[src/rtl/yabot_pkg.sv]
// ============================================================================
// Module      : yabot_pkg
// Description : Shared constants for the readback path. Holds the readback
//               word/select widths and the fixed channel numbering that the
//               top level and the Jetson driver both use.
// Revision    : 1.0 - initial release
// ============================================================================
`default_nettype none

package yabot_pkg;

  // Readback word: 24 data bits plus 4 control bits
  localparam int RB_DW    = 28;
  // Channel-select field width on the SPIJetson side
  localparam int RB_SEL_W = 4;

  // Channel numbering shared with the Jetson driver
  localparam int RB_CH_STATUS    = 0;
  localparam int RB_CH_SONAR     = 1;
  localparam int RB_CH_MOTOR     = 2;
  localparam int RB_CH_ADC       = 3;
  localparam int RB_CH_RADIO     = 4;
  localparam int RB_CH_REMOTECTL = 5;
  localparam int RB_N_CH         = 6;

  typedef logic [RB_SEL_W-1:0] rb_sel_t;

  // Next channel index, wrapping at n by explicit compare rather than by
  // power-of-two overflow, since n is generally not a power of two.
  function automatic rb_sel_t rb_next_idx(input rb_sel_t idx, input int n);
    return (int'(idx) >= n - 1) ? '0 : idx + 1'b1;
  endfunction

endpackage

`default_nettype wire

[src/rtl/rb_scheduler_rr_pick.sv]
// ============================================================================
// Module      : rr_pick
// Description : Combinational rotating-priority encoder. Scans req_vec
//               starting at base, wrapping modulo N, and reports the first
//               set bit found.
// Revision    : 1.0 - initial release
// ============================================================================
`default_nettype none

module rr_pick
  import yabot_pkg::*;
#(
  parameter int N = 6
) (
  input  logic [N-1:0] req_vec,
  input  rb_sel_t      base,
  output logic         found,
  output rb_sel_t      idx
);

  // One extra bit so base + offset cannot overflow before the wrap compare
  localparam int CW = RB_SEL_W + 1;

  logic [CW-1:0] cand;
  logic          hit;

  // Walk candidates base, base+1, ... (mod N); the first pending one wins
  always_comb begin
    found = 1'b0;
    idx   = '0;
    cand  = '0;
    hit   = 1'b0;
    for (int k = 0; k < N; k++) begin
      cand = {1'b0, base} + CW'(k);
      if (cand >= CW'(N)) begin
        cand = cand - CW'(N);
      end
      hit = 1'b0;
      for (int i = 0; i < N; i++) begin
        if (cand == CW'(i)) begin
          hit = req_vec[i];
        end
      end
      if (!found && hit) begin
        found = 1'b1;
        idx   = cand[RB_SEL_W-1:0];
      end
    end
  end

endmodule

`default_nettype wire

[src/rtl/rb_scheduler.sv]
// ============================================================================
// Module      : rb_scheduler
// Description : Readback scheduler feeding the SPIJetson write port. Latches
//               per-channel report words, grants one channel per cycle in
//               round-robin order, flags dropped reports and drives the
//               Jetson urgent indication.
//               Build option RB_URGENT_PRIO_EN: urgent channels are granted
//               ahead of non-urgent ones (round-robin within each class).
// Revision    : 1.0 - initial release
// ============================================================================
`default_nettype none

module rb_scheduler
  import yabot_pkg::*;
#(
  parameter int N_CH = 6,
  parameter int DW   = RB_DW
) (
  input  logic               clk,
  input  logic               rst_n,
  input  logic [N_CH-1:0]    req,
  input  logic [N_CH*DW-1:0] bus_in,
  output logic [N_CH-1:0]    busy,
  input  logic               out_rdy,
  output logic               out_stb,
  output logic [DW-1:0]      out_data,
  output logic [3:0]         out_sel,
  input  logic [N_CH-1:0]    urgent_mask,
  output logic               urgent,
  output logic [N_CH-1:0]    drop,
  input  logic               drop_clr
);

  logic [N_CH-1:0] pend_q, pend_d;
  logic [DW-1:0]   hold_q [N_CH];
  logic [DW-1:0]   hold_d [N_CH];
  rb_sel_t         last_grant_q, last_grant_d;
  logic            out_stb_q, out_stb_d;
  logic [DW-1:0]   out_data_q, out_data_d;
  rb_sel_t         out_sel_q, out_sel_d;
  logic            urgent_q, urgent_d;
  logic [N_CH-1:0] drop_q, drop_d;

  rb_sel_t         base;
  logic            all_found;
  rb_sel_t         all_idx;
  logic            pick_found;
  rb_sel_t         pick_idx;
  logic            grant;

  // Search begins one past the most recent grant
  assign base = rb_next_idx(last_grant_q, N_CH);

  rr_pick #(.N(N_CH)) u_pick_all (
    .req_vec (pend_q),
    .base    (base),
    .found   (all_found),
    .idx     (all_idx)
  );

`ifdef RB_URGENT_PRIO_EN
  logic [N_CH-1:0] urg_req;
  logic            urg_found;
  rb_sel_t         urg_idx;

  assign urg_req = pend_q & urgent_mask;

  rr_pick #(.N(N_CH)) u_pick_urg (
    .req_vec (urg_req),
    .base    (base),
    .found   (urg_found),
    .idx     (urg_idx)
  );

  // Urgent class takes precedence; both classes share one rotation pointer
  assign pick_found = urg_found | all_found;
  assign pick_idx   = urg_found ? urg_idx : all_idx;
`else
  assign pick_found = all_found;
  assign pick_idx   = all_idx;
`endif

  assign grant = out_rdy & pick_found;

  // Next-state: capture/drop per channel, then apply the grant
  always_comb begin
    pend_d       = pend_q;
    hold_d       = hold_q;
    last_grant_d = last_grant_q;
    out_stb_d    = 1'b0;
    out_data_d   = out_data_q;
    out_sel_d    = out_sel_q;
    // Clear first so a same-cycle drop event below wins
    drop_d       = drop_q & ~{N_CH{drop_clr}};

    for (int i = 0; i < N_CH; i++) begin
      if (req[i]) begin
        if (pend_q[i]) begin
          drop_d[i] = 1'b1;
        end else begin
          pend_d[i] = 1'b1;
          hold_d[i] = bus_in[i*DW +: DW];
        end
      end
    end

    // A granted channel was pending, so it cannot also have captured above;
    // clearing after capture means the grant's clear always wins.
    if (grant) begin
      out_stb_d    = 1'b1;
      out_sel_d    = pick_idx;
      last_grant_d = pick_idx;
      for (int i = 0; i < N_CH; i++) begin
        if (pick_idx == rb_sel_t'(i)) begin
          out_data_d = hold_q[i];
          pend_d[i]  = 1'b0;
        end
      end
    end

    // Aligned with busy: reflects the pending set after this edge
    urgent_d = |(pend_d & urgent_mask);
  end

  // State and output registers
  always_ff @(posedge clk or negedge rst_n) begin
    if (!rst_n) begin
      pend_q       <= '0;
      for (int i = 0; i < N_CH; i++) begin
        hold_q[i] <= '0;
      end
      last_grant_q <= rb_sel_t'(N_CH - 1);
      out_stb_q    <= 1'b0;
      out_data_q   <= '0;
      out_sel_q    <= '0;
      urgent_q     <= 1'b0;
      drop_q       <= '0;
    end else begin
      pend_q       <= pend_d;
      hold_q       <= hold_d;
      last_grant_q <= last_grant_d;
      out_stb_q    <= out_stb_d;
      out_data_q   <= out_data_d;
      out_sel_q    <= out_sel_d;
      urgent_q     <= urgent_d;
      drop_q       <= drop_d;
    end
  end

  assign busy     = pend_q;
  assign out_stb  = out_stb_q;
  assign out_data = out_data_q;
  assign out_sel  = out_sel_q;
  assign urgent   = urgent_q;
  assign drop     = drop_q;

endmodule

`default_nettype wire

[config.mk]
export PLATFORM = sky130hd
export DESIGN_NAME = rb_scheduler
export DESIGN_NICKNAME = d
export VERILOG_FILES = /design/src/rtl/yabot_pkg.sv /design/src/rtl/rb_scheduler_rr_pick.sv /design/src/rtl/rb_scheduler.sv
export SDC_FILE = /design/constraint.sdc
export NUM_CORES = 1
export LEC_CHECK = 0
export BUFFER_PORTS_ARGS = -buffer_cell sky130_fd_sc_hd__buf_2
export CAP_MARGIN = 15
export CORE_MARGIN = 3
export CORE_UTILIZATION = 56
export DETAILED_ROUTE_END_ITERATION = 7
export PLACE_DENSITY = 0.78
export SYNTH_ARGS = -nofsm -noshare
export SYNTH_HDL_FRONTEND = slang
export SYNTH_SLANG_ARGS = --single-unit
[constraint.sdc]
create_clock -name clk -period 7.4 [get_ports clk]
set_input_delay 0.74 -clock clk [delete_from_list [all_inputs] [get_ports clk]]
set_output_delay 0.74 -clock clk [all_outputs]
set_load 0.05 [all_outputs]
==> results.md <==
Clocking:
- The clock sink count is 216.
- In this run the deepest clock path goes through 3 buffers.
- CTS placed an instance of clkbuf_16 at the clock tree root.
- The TritonCTS clock tree is built.
- Clock-pin slew was measured on the worst setup and hold paths at approximately 0.060 ns.
- TritonCTS created 24 clock buffers.
- In this run the number of H-tree levels came out at 1.
- The later-pin clock latency in the skew report is 0.51 ns.

Synthesis:
- The share of synthesized registers carrying an async set or reset is 1.000.
- Yosys mapped the design onto between 80 and 90 distinct sky130hd cell types.
- After synthesis, the cell types taking the most area are dfrtp_1, mux2_2, mux2i_1, nand2_1, o211a_1.
- The mapped cell area is between 10000 and 15000 sq um.
- The gate count of the mapped netlist is between 1000 and 1500.
- In this run, synthesis inferred 0 flip-flops with an integrated enable.
- When the netlist entered floorplanning its net count stood at about 1200.
- Of the post-synthesis cell area, the dominant cell type holds 0.4582.
- The synthesized design contains about 220 register bits.
- Among all flip-flop cells after synthesis, the most frequent one is dfrtp_1.
- The synthesized area per cell is roughly 11 sq um.
- The top cell type by total area after synthesis is dfrtp_1.
- The synthesis warning total is 0.
- The sequential cell area fraction in the yosys report is 0.4627.

Routing:
- The routed via count is just over 9000.
- The average via count per standard cell is ~6.1.
- The first TritonRoute pass finished after 5 iterations.
- After detailed routing, the number of remaining DRC violations is 0.
- The violation count after the first detailed-route iteration is 774.
- The routed wire length per instance is roughly 22 um.
- The count of nets left with antenna violations once routing finished came out at 0.
- The wire length reported by the detailed router is ~34 mm.

Critical path:
- The worst register-to-register path has a depth of 21.
- The setup check on the worst reg-to-reg path leaves a slack of 0.63 ns.
- The worst setup path is launched from a flip-flop.
- On the worst path, the slowest cell contributes a delay of roughly 0.85 ns.
- The data required time of the critical path is 7.81 ns.
- The endpoint of the lowest-slack register-to-register path is out_data[18]$_DFFE_PN0P_.
- Among all stages on the critical path, the largest delay is contributed by or3_2.
- Data arrives at the worst endpoint at 7.18 ns.
- Walking the worst path, the cells encountered are inv_1, ha_1, nand2b_1, a21o_1, inv_2, ha_1, xnor2_2, inv_1, ha_1, a21oi_1, inv_1, a211oi_2, nand2_1, a221o_1, a221oi_4, o211ai_1, a32o_1, a21bo_2, or3_2, o211a_1, o221ai_1.
- In this run the worst path has a maximum fanout of 31.
- The start of the worst register-to-register path is last_grant_q[0]$_DFFE_PN1N_.
- The type of the worst setup path is flip-flop to flip-flop.
- The type of element capturing the critical path is a flip-flop.

Floorplanning:
- The initial utilization of the core area, before any placement, comes to 0.5739.
- The floorplan step set the die width to ~150 um.
- The die area is between 20000 and 25000 sq um.
- The floorplan has 52 rows.
- between 200 and 250 I/O pins were placed.
- From bottom edge to top edge, the die measures 150.5 um.
- The area of the core region is 20360 sq um.

STA:
- The part of the cycle the worst path needs is 0.9150.
- Adding up every negative setup slack in the final design gives 0 ns.
- Setup violations remaining at the end of the flow were counted as 0.
- The maximum frequency from static timing analysis is 0.1477 GHz.
- Clock skew on the completed layout was measured at approximately 0.016 ns.
- The final number of hold-violating endpoints is 0.
- The final count of pins violating max slew was 0.
- Setup repair after global routing left no endpoint under its margin.
- The relative slew slack is 0.2172.
- After layout, the minimum clock period comes to a little under 7 ns.
- At the pin with the least slew margin, the transition time is 1.174 ns.

Global routing:
- In the global route stage, overall resource usage came out at 0.2919.
- The largest net degree at the start of global routing is 87.
- The first global-routing pass estimated 51.50 mm of wire.
- The initial antenna violation count is 6.
- The remaining global-route overflow is 0.
- The via count of the first global-routing pass is approximately 9200.

Cells and area:
- Leaving out filler cells and counting taps, the final layout contains 1501.
- The number of diodes added for antenna fixing is 0.
- The final layout net count is around 1400.
- In the final layout, the share of cells above drive strength 1 is 0.4305.
- Relative to the synthesized area, the layout overhead comes to 18.25%.
- The final instance area is ~14000 sq um.
- The most common cell after layout, fill and taps aside is buf_2.
- The post-route core utilization is 0.6786.
- The filler cells instantiated in the layout total approximately 1500.
- The library cells used most frequently in the layout, excluding fill and tap cells, are buf_2, dfrtp_1, mux2_2.

Placement:
- The last weighted congestion value of the routability-driven placer is between 1 and 1.5.
- The number of cells in the design after placement is approximately 1500.
- The number of input and output port buffers inserted is between 200 and 250.
- Detailed placement ended at an HPWL of approximately 24 mm.
- Once placement finished, the instance area stood at roughly 13000 sq um.

Status:
- The flow ran to the end, and the final reports show no timing, DRC or antenna violations.

Min path:
- The class of the tightest hold or removal check is primary input to asynchronous set/reset pin.

Job:
- The reported max-cap violation count is 0.
## worst max-delay path: cells and delay by family (launching register included)
family                   cells  cell delay (ns)
AO/OA/AOI/OAI               10             3.02
adder cells (fa/ha/maj)      3             1.20
AND/OR/NAND/NOR              3             1.11
flip-flops                   1             0.60
buffers and inverters        4             0.48
XOR/XNOR                     1             0.24
## through the flow
stage	hold WS, ns	setup slack [ns]
after floorplan	0.4444	1.947
after global placement	0.4692	0.6674
after detailed placement	0.4696	0.4232
after CTS	0.2458	0.4132
after global routing	0.2765	0.1362
final	0.2285	0.6291
## routing by layer
| metal | routed length, um | track usage | share of wire | vias to the layer above |
|---|---|---|---|---|
| li1 | - | - | - | 4173 |
| met5 | 49 | 0 | 0.0015 | - |
| met2 | 15550 | 0.4564 | 0.46 | 421 |
| met1 | 14040 | 0.4093 | 0.42 | 4523 |
| met4 | 1121 | 0.09012 | 0.033 | 10 |
| met3 | 2799 | 0.06442 | 0.083 | 71 |
## state kept, by name, indices dropped and copies added (netlist names)
register and flops:
busy 6, drop 6, hold_q 168, last_grant_q 4, out_data 28, out_sel 2
out_stb 1, urgent 1
## synth_stat cells, types with 7 or more instances
cell type / n
xnor2_1: 7
nand2b_1: 8
a21oi_1: 20
clkbuf_1: 43
ha_1: 19
inv_1: 23
nor2_1: 24
buf_2: 14
o211ai_1: 9
a211oi_1: 7
mux2i_1: 35
buf_1: 8
nand2_1: 86
nor2b_1: 9
dfrtp_1: 214
o31ai_1: 30
mux2_2: 198
nand3_1: 18
nor3_1: 11
o21ai_0: 52
o211a_1: 30
o221ai_2: 8
o221ai_1: 21
## how the worst max path moves through the flow
stage                     depth (start not counted)                        to                         from
after CTS                                        21  out_data[18]$_DFFE_PN0P_  last_grant_q[1]$_DFFE_PN0N_
after global placement                           21  out_data[16]$_DFFE_PN0P_  last_grant_q[1]$_DFFE_PN0N_
after global routing                             21  out_data[11]$_DFFE_PN0P_  last_grant_q[0]$_DFFE_PN1N_
after detailed placement                         21  out_data[18]$_DFFE_PN0P_  last_grant_q[1]$_DFFE_PN0N_
final                                            21  out_data[18]$_DFFE_PN0P_  last_grant_q[0]$_DFFE_PN1N_
after floorplan                                  26  out_data[19]$_DFFE_PN0P_  last_grant_q[0]$_DFFE_PN1N_
## area by class of cell
cell class / instances / area, sq um / share of cell area
inverters: 29 / 111.4 / 0.008058
well taps: 270 / 337.8 / 0.02445
clock inverters: 7 / 47.55 / 0.003440
repair buffers: 242 / 1254 / 0.09072
multi-input cells: 701 / 5944 / 0.4301
clock buffers: 36 / 716.9 / 0.05188
flip-flops and latches: 216 / 5408 / 0.3913
## cells by family after synthesis
logic type      share of synthesized area
compound gates                     0.1683
mux                                0.2227
flops                              0.4627
simple gates                      0.08073
buf+inv                           0.03769
fa+ha+maj                         0.02120
xor+xnor                         0.006639
## what timing repair did
item / in CTS / in global routing
setup buffers: 0 / 0
endpoints found under the setup margin: 0 / 28
resized for setup: 0 / 4
hold buffers: 0 / 0
Power is not shown: default switching activity piles up to over one toggle a cycle in this logic, so the estimate is an artifact.
